==> src/rtl/gam_pkg.sv <==
// Shared types and address arithmetic for the Gamma subset parameter fetch block.
package gam_pkg;

    typedef enum logic [1:0] {
        ST_CAPTURE,
        ST_IDLE,
        ST_FETCH,
        ST_RESP
    } state_t;

    // Byte address of field 0 of a subset record; record 0 of the BRAM is a frame header.
    function automatic logic [63:0] rec_byte_addr(
        input logic [63:0] idx,
        input logic [63:0] words_per_rec,
        input logic [63:0] first_field
    );
        return ((idx + 64'd1) * words_per_rec + first_field) << 2;
    endfunction

endpackage

==> src/rtl/gam_subset_table.sv <==
// Per-subset base address / pixel count register file: two write ports, one combinational read port.
// Out-of-range write indices are ignored here and flagged by the parent; out-of-range reads return 0.
module gam_subset_table #(
    parameter int MAX_SUBSETS = 14,
    parameter int DATA_W      = 32,
    parameter int IDX_W       = $clog2(MAX_SUBSETS)
) (
    input  logic              clock,
    input  logic              reset,
    input  logic              base_wr_en,
    input  logic [IDX_W-1:0]  base_wr_idx,
    input  logic [DATA_W-1:0] base_wr_dat,
    input  logic              cnt_wr_en,
    input  logic [IDX_W-1:0]  cnt_wr_idx,
    input  logic [DATA_W-1:0] int_wr_dat,
    input  logic [DATA_W-1:0] fp_wr_dat,
    input  logic [IDX_W-1:0]  rd_idx,
    output logic [DATA_W-1:0] rd_base,
    output logic [DATA_W-1:0] rd_int,
    output logic [DATA_W-1:0] rd_fp
);

    localparam logic [IDX_W:0] MAX_IDX = (IDX_W + 1)'(MAX_SUBSETS);

    logic [DATA_W-1:0] base_mem [MAX_SUBSETS];
    logic [DATA_W-1:0] int_mem  [MAX_SUBSETS];
    logic [DATA_W-1:0] fp_mem   [MAX_SUBSETS];

    logic base_ok, cnt_ok, rd_ok;

    assign base_ok = {1'b0, base_wr_idx} < MAX_IDX;
    assign cnt_ok  = {1'b0, cnt_wr_idx}  < MAX_IDX;
    assign rd_ok   = {1'b0, rd_idx}      < MAX_IDX;

    always_ff @(posedge clock) begin
        if (reset) begin
            for (int i = 0; i < MAX_SUBSETS; i++) begin
                base_mem[i] <= '0;
                int_mem[i]  <= '0;
                fp_mem[i]   <= '0;
            end
        end else begin
            if (base_wr_en && base_ok) begin
                base_mem[base_wr_idx] <= base_wr_dat;
            end
            if (cnt_wr_en && cnt_ok) begin
                int_mem[cnt_wr_idx] <= int_wr_dat;
                fp_mem[cnt_wr_idx]  <= fp_wr_dat;
            end
        end
    end

    assign rd_base = rd_ok ? base_mem[rd_idx] : '0;
    assign rd_int  = rd_ok ? int_mem[rd_idx]  : '0;
    assign rd_fp   = rd_ok ? fp_mem[rd_idx]   : '0;

endmodule

==> src/rtl/gam_subset_param_fetch.sv <==
// Returns a subset's table entry plus NUM_FIELDS parameter-BRAM words; out_valid NUM_FIELDS*RD_LATENCY+1 edges after accept (1 on error).
// One request in flight: req_ready low from accept until the response handshake completes.
module gam_subset_param_fetch
    import gam_pkg::*;
#(
    parameter int MAX_SUBSETS      = 14,
    parameter int DATA_W           = 32,
    parameter int ADDR_W           = 32,
    parameter int RD_LATENCY       = 3,
    parameter int WORDS_PER_SUBSET = 5,
    parameter int FIRST_FIELD      = 3,
    parameter int NUM_FIELDS       = 2,
    parameter int IDX_W            = $clog2(MAX_SUBSETS)
) (
    input  logic                         clock,
    input  logic                         reset,
    input  logic                         base_wr_en,
    input  logic [IDX_W-1:0]             base_wr_idx,
    input  logic [DATA_W-1:0]            base_address,
    input  logic                         cnt_wr_en,
    input  logic [IDX_W-1:0]             cnt_wr_idx,
    input  logic [DATA_W-1:0]            num_pxl_int_in,
    input  logic [DATA_W-1:0]            num_pxl_fp_in,
    input  logic [IDX_W:0]               num_subsets,
    input  logic                         capture_done,
    input  logic                         parameters_done,
    input  logic                         req_valid,
    output logic                         req_ready,
    input  logic [IDX_W-1:0]             req_subset,
    output logic                         param_en,
    output logic [3:0]                   param_we,
    output logic [ADDR_W-1:0]            param_addr,
    input  logic [DATA_W-1:0]            param_dout,
    output logic                         out_valid,
    input  logic                         out_ready,
    output logic [DATA_W-1:0]            out_base_addr,
    output logic [DATA_W-1:0]            out_num_pxl_int,
    output logic [DATA_W-1:0]            out_num_pxl_fp,
    output logic [NUM_FIELDS*DATA_W-1:0] out_fields,
    output logic                         out_error,
    output logic                         cap_overflow
);

    localparam int CW = (RD_LATENCY > 1) ? $clog2(RD_LATENCY) : 1;
    localparam int KW = (NUM_FIELDS > 1) ? $clog2(NUM_FIELDS) : 1;
    localparam logic [IDX_W:0] MAX_IDX = (IDX_W + 1)'(MAX_SUBSETS);

    state_t            state, state_nxt;
    logic [DATA_W-1:0] tbl_base, tbl_int, tbl_fp;
    logic [CW-1:0]     wait_cnt;
    logic [KW-1:0]     fld_k;
    logic              accept, in_range, wait_done, last_field, wr_drop;
    logic [ADDR_W-1:0] start_addr;

    gam_subset_table #(
        .MAX_SUBSETS (MAX_SUBSETS),
        .DATA_W      (DATA_W),
        .IDX_W       (IDX_W)
    ) u_table (
        .clock       (clock),
        .reset       (reset),
        .base_wr_en  (base_wr_en),
        .base_wr_idx (base_wr_idx),
        .base_wr_dat (base_address),
        .cnt_wr_en   (cnt_wr_en),
        .cnt_wr_idx  (cnt_wr_idx),
        .int_wr_dat  (num_pxl_int_in),
        .fp_wr_dat   (num_pxl_fp_in),
        .rd_idx      (req_subset),
        .rd_base     (tbl_base),
        .rd_int      (tbl_int),
        .rd_fp       (tbl_fp)
    );

    assign accept     = req_valid && req_ready;
    assign in_range   = {1'b0, req_subset} < num_subsets;
    assign wait_done  = wait_cnt == CW'(RD_LATENCY - 1);
    assign last_field = fld_k == KW'(NUM_FIELDS - 1);
    assign wr_drop    = (base_wr_en && ({1'b0, base_wr_idx} >= MAX_IDX)) ||
                        (cnt_wr_en  && ({1'b0, cnt_wr_idx}  >= MAX_IDX));
    assign start_addr = ADDR_W'(rec_byte_addr(64'(req_subset), 64'(WORDS_PER_SUBSET),
                                              64'(FIRST_FIELD)));
    assign param_we   = 4'b0000;

    always_ff @(posedge clock) begin
        if (reset) begin
            state <= ST_CAPTURE;
        end else begin
            state <= state_nxt;
        end
    end

    always_comb begin
        state_nxt = state;
        req_ready = 1'b0;
        case (state)
            ST_CAPTURE: begin
                if (capture_done && parameters_done) begin
                    state_nxt = ST_IDLE;
                end
            end
            ST_IDLE: begin
                req_ready = 1'b1;
                if (req_valid) begin
                    state_nxt = in_range ? ST_FETCH : ST_RESP;
                end
            end
            ST_FETCH: begin
                if (wait_done && last_field) begin
                    state_nxt = ST_RESP;
                end
            end
            ST_RESP: begin
                if (out_valid && out_ready) begin
                    state_nxt = ST_IDLE;
                end
            end
            default: state_nxt = ST_CAPTURE;
        endcase
    end

    always_ff @(posedge clock) begin
        if (reset) begin
            param_en        <= 1'b0;
            param_addr      <= '0;
            wait_cnt        <= '0;
            fld_k           <= '0;
            out_valid       <= 1'b0;
            out_base_addr   <= '0;
            out_num_pxl_int <= '0;
            out_num_pxl_fp  <= '0;
            out_fields      <= '0;
            out_error       <= 1'b0;
            cap_overflow    <= 1'b0;
        end else begin
            cap_overflow <= cap_overflow | wr_drop;
            case (state)
                ST_IDLE: begin
                    if (accept) begin
                        // Table is sampled before this edge's writes land.
                        out_base_addr   <= in_range ? tbl_base : '0;
                        out_num_pxl_int <= in_range ? tbl_int  : '0;
                        out_num_pxl_fp  <= in_range ? tbl_fp   : '0;
                        out_fields      <= '0;
                        out_error       <= !in_range;
                        wait_cnt        <= '0;
                        fld_k           <= '0;
                        if (in_range) begin
                            param_en   <= 1'b1;
                            param_addr <= start_addr;
                        end
                    end
                end
                ST_FETCH: begin
                    if (wait_done) begin
                        wait_cnt <= '0;
                        out_fields[int'(fld_k)*DATA_W +: DATA_W] <= param_dout;
                        if (last_field) begin
                            param_en <= 1'b0;
                        end else begin
                            param_addr <= param_addr + ADDR_W'(4);
                            fld_k      <= fld_k + KW'(1);
                        end
                    end else begin
                        wait_cnt <= wait_cnt + CW'(1);
                    end
                end
                ST_RESP: begin
                    // out_valid rises one edge after entering RESP.
                    if (!out_valid) begin
                        out_valid <= 1'b1;
                    end else if (out_ready) begin
                        out_valid <= 1'b0;
                    end
                end
                default: ;
            endcase
        end
    end

endmodule

==> config.mk <==
export PLATFORM = sky130hd
export DESIGN_NAME = gam_subset_param_fetch
export DESIGN_NICKNAME = d
export VERILOG_FILES = /design/src/rtl/gam_pkg.sv /design/src/rtl/gam_subset_table.sv /design/src/rtl/gam_subset_param_fetch.sv
export SDC_FILE = /design/constraint.sdc
export NUM_CORES = 2
export LEC_CHECK = 0
export CAP_MARGIN = 10
export CORE_ASPECT_RATIO = 1.1
export CORE_MARGIN = 2
export CORE_UTILIZATION = 45
export DETAILED_ROUTE_END_ITERATION = 10
export GPL_TIMING_DRIVEN = 0
export SYNTH_ARGS = -nofsm -noshare
export SYNTH_HDL_FRONTEND = slang
export SYNTH_SLANG_ARGS = --single-unit
export TNS_END_PERCENT = 100
==> constraint.sdc <==
create_clock -name clock -period 4.4 [get_ports clock]
set_input_delay 0.88 -clock clock [delete_from_list [all_inputs] [get_ports clock]]
set_output_delay 0.88 -clock clock [all_outputs]
set_load 0.01 [all_outputs]
==> impl_metrics.tcl <==
set metrics [dict create \
    outcome "finished, final reports clean" \
    hpwl_um 136000 \
    insertion_delay_ps 810 \
    layout_setup_ws_ps 40.7 \
    ys_warn_count 0 \
    overflow 0 \
    start_util_pct 45.2 \
    crit_type "in2reg" \
    synth_top_area_share_pct 58.9 \
    hold_path.class "reg2reg" \
    gp_congestion 0.835 \
    multiInputGateArea_mm2 0.0221 \
    cts_max_level 4 \
    finalInstanceArea_mm2 0.0804 \
    end_kind "register" \
    viasPerCell 5.50 \
    worstPathCellList "clkdlybuf4s50_1 > clkbuf_2 > clkbuf_2 > buf_1 > mux4_2 > mux2i_1 > nor2_1 > a21oi_1 > o21ai_0" \
    rsz0062_at_grt "no" \
    die_w_um 376 \
    worst_slew_pin_slew_ps 1350 \
    synth_area_leader_cell "edfxtp_1" \
    switchingPower_mw 8.50 \
    fmaxAchievable_mhz 229 \
    coreArea_mm2 0.152 \
    tritoncts "done" \
    ys_ff_latch 1543 \
    grt_pass1_vias 42300 \
    vias 41600 \
    port_buffers 346 \
    power.share.sequential_pct 49.4 \
    wl_per_cell_um 26.4 \
    cts.path.max_buffers 3 \
    share_comb_of_total_power_pct 11.1 \
    setup_viol 0 \
    worst_setup_path_start_kind "input pin" \
    power.leakage_nw 28.2 \
    yosysUniqueCellTypes 60 \
    post-route-min-period_ps 4360 \
    cp_top_family "buffers and inverters" \
    io_pins 354 \
    place_ws_ps -2460 \
    place_area_mm2 0.0751 \
    drc 0 \
    synth_area_leaders "edfxtp_1 (59%), and2_1 (12%), mux4_2 (9.5%), dfxtp_1 (5.8%), mux2i_1 (2.9%)" \
    grt_pass1_wl_um 288000 \
    grt_max_degree 48 \
    slew_viol_final 0 \
    powerDensity_mw_per_mm2 430 \
    hold_viol 0 \
    crit_top_cell "clkbuf_2" \
    antenna_found_initial 26 \
    period_share_pct 99.1 \
    p_sw_share_pct 24.6 \
    antenna_left 0 \
    final-seq-area_mm2 0.0443 \
    crit_slowest_cell "buf_1" \
    setup_tns_ps 0 \
    worstPathRequired_ps 5060 \
    ir_worst_vdd_mv 0.279 \
    slew_headroom_pct 9.48 \
    first_pass_iters 8 \
    nFillCells 12700 \
    crit_path_max_fanout 10 \
    syn2layout_area_growth_pct 17.3 \
    syn_inst 4909 \
    critPathBufInv 4 \
    die_h_um 413 \
    cpPeakStageDelay_ps 940 \
    ys.flop_type "edfxtp_1" \
    drtIter0Drc 4011 \
    cp.arrival_ps 5020 \
    dieArea_mm2 0.155 \
    postSynthAreaPerCell_um2 14.0 \
    cts_made_buffers 162 \
    async_flop_share_pct 0 \
    internal-power_mw 26.0 \
    drv_cap 0 \
    rows 150 \
    root_buffer "clkbuf_16" \
    clkPwrFrac_pct 39.5 \
    layout_common_cells "and2_1 (1348), edfxtp_1 (1344), clkbuf_1 (386)" \
    fin_nets 5612 \
    layout_commonest_cell "and2_1" \
    grtUsageTotal_pct 25.7 \
    routed_wl_um 200000 \
    synth_edf_count 1344 \
    finalClockSkew_ps 27.6 \
    fin_hold_ws_ps 447 \
    path_clk_slew_ps 60 \
    synth_area_mm2 0.0685 \
    clock_sinks 1543 \
    layout-drive-gt1-share_pct 11.4 \
    ys_seq_area_share_pct 64.7 \
]
power groups by stage:
stage          Combinational (mW)  Clock [mW]  Sequential, mW
2_1_floorplan                2.12           0            17.3
3_5_place_dp                 3.86           0            17.4
4_1_cts                      3.87        13.8            17.1
6_report                     3.83        13.6            17.1
3_3_place_gp                 3.79           0            17.4
5_1_grt                      4.12        14.3            17.1
worst reg2reg max path, cell delays in order (launching register included):
cell and delay (ps):
dfxtp_1 380, inv_1 80, ha_1 240, clkbuf_1 290, a21oi_4 710, clkbuf_1 860
clkbuf_1 440, nand2_1 120, o21ai_1 100
timing repair:
| action | 4_1_cts | 5_1_grt |
|---|---|---|
| setup buffers | 0 | 0 |
| hold buffers | 0 | 0 |
| resized for setup | 7 | 5 |
| endpoints found under the setup margin | 53 | 3 |
layout make-up:
class,count,share of cell area [%]
timing repair buffer,368,4.95
clock buffer,225,5.69
multi-input combinational,2826,27.5
antenna,10,0.0311
sequential,1543,55.2
buffer,429,2.20
inverter,111,0.518
tap,1976,3.08
clock inverter,72,0.847
cell families (layout without fill, tap and decap cells):
logic type / after synthesis / count (layout) / share of synthesized area [%]
compound gates: 445 / 445 / 3.65
mux: 485 / 485 / 12.3
xor+xnor: 8 / 8 / 0.102
fa+ha+maj: 18 / 18 / 0.340
simple gates: 1864 / 1864 / 15.7
other cells: 1 / 16 / 0.00547
buf+inv: 545 / 1205 / 3.15
flops: 1543 / 1543 / 64.7
registers in the layout, indices dropped and copies added, names as in the netlist:
signal,cells
u_table.int_mem,448
u_table.base_mem,448
out_error,1
param_en,1
out_valid,1
out_num_pxl_int,32
out_num_pxl_fp,32
wait_cnt,2
out_fields,64
state,2
param_addr,30
fld_k,1
u_table.fp_mem,448
out_base_addr,32
cap_overflow,1
cells in the mapped netlist, types with 5 or more instances:
cell / instances
clkbuf_1: 358
dfxtp_1: 199
buf_6: 5
a21o_1: 7
o22ai_1: 97
o21ai_0: 66
nor3_1: 10
nand3b_1: 5
and2_1: 1348
mux4_2: 288
and3_1: 6
o31ai_1: 13
or2_2: 30
nand2_1: 194
buf_4: 6
a21oi_1: 194
or3_1: 10
xnor2_1: 5
inv_1: 110
mux2i_1: 197
nand3_1: 80
buf_1: 22
ha_1: 17
nor2_1: 141
edfxtp_1: 1344
or4_1: 10
nand2b_1: 9
buf_2: 43
o21ai_1: 40
path summary, 6_finish.rpt:
path / to / cells after the start / slack, ps / startpoint
max reg2reg: out_num_pxl_fp[12] / 8 / 1120 / state[1]
max: out_num_pxl_int[31] / 9 / 40 / req_subset[1]
min reg2reg: out_num_pxl_fp[7] / 2 / 450 / out_num_pxl_fp[7]
min: out_num_pxl_fp[7] / 2 / 450 / out_num_pxl_fp[7]
per-layer routing:
layer	wire length [um]	vias to the layer above	GRT usage (%)	share of wire (%)
li1	-	18700	-	-
met1	80200	21100	33.7	40
met2	98300	1504	43.4	49
met3	14900	307	4.57	7.5
met4	6140	16	8.39	3.1
met5	113	-	0	0.057
per-stage QoR:
| stage | std cells | total power [mW] | util [%] |
|---|---|---|---|
| 5_1_grt | 7553 | 35.6 | 53.0 |
| 3_3_place_gp | 7236 | 21.1 | 49.1 |
| 3_5_place_dp | 7258 | 21.2 | 49.5 |
| 2_1_floorplan | 4914 | 19.4 | - |
| 6_report | 7560 | 34.5 | 53.0 |
| 4_1_cts | 7550 | 34.7 | 53.0 |
No activity file was read; power rests on OpenSTA's default activity.
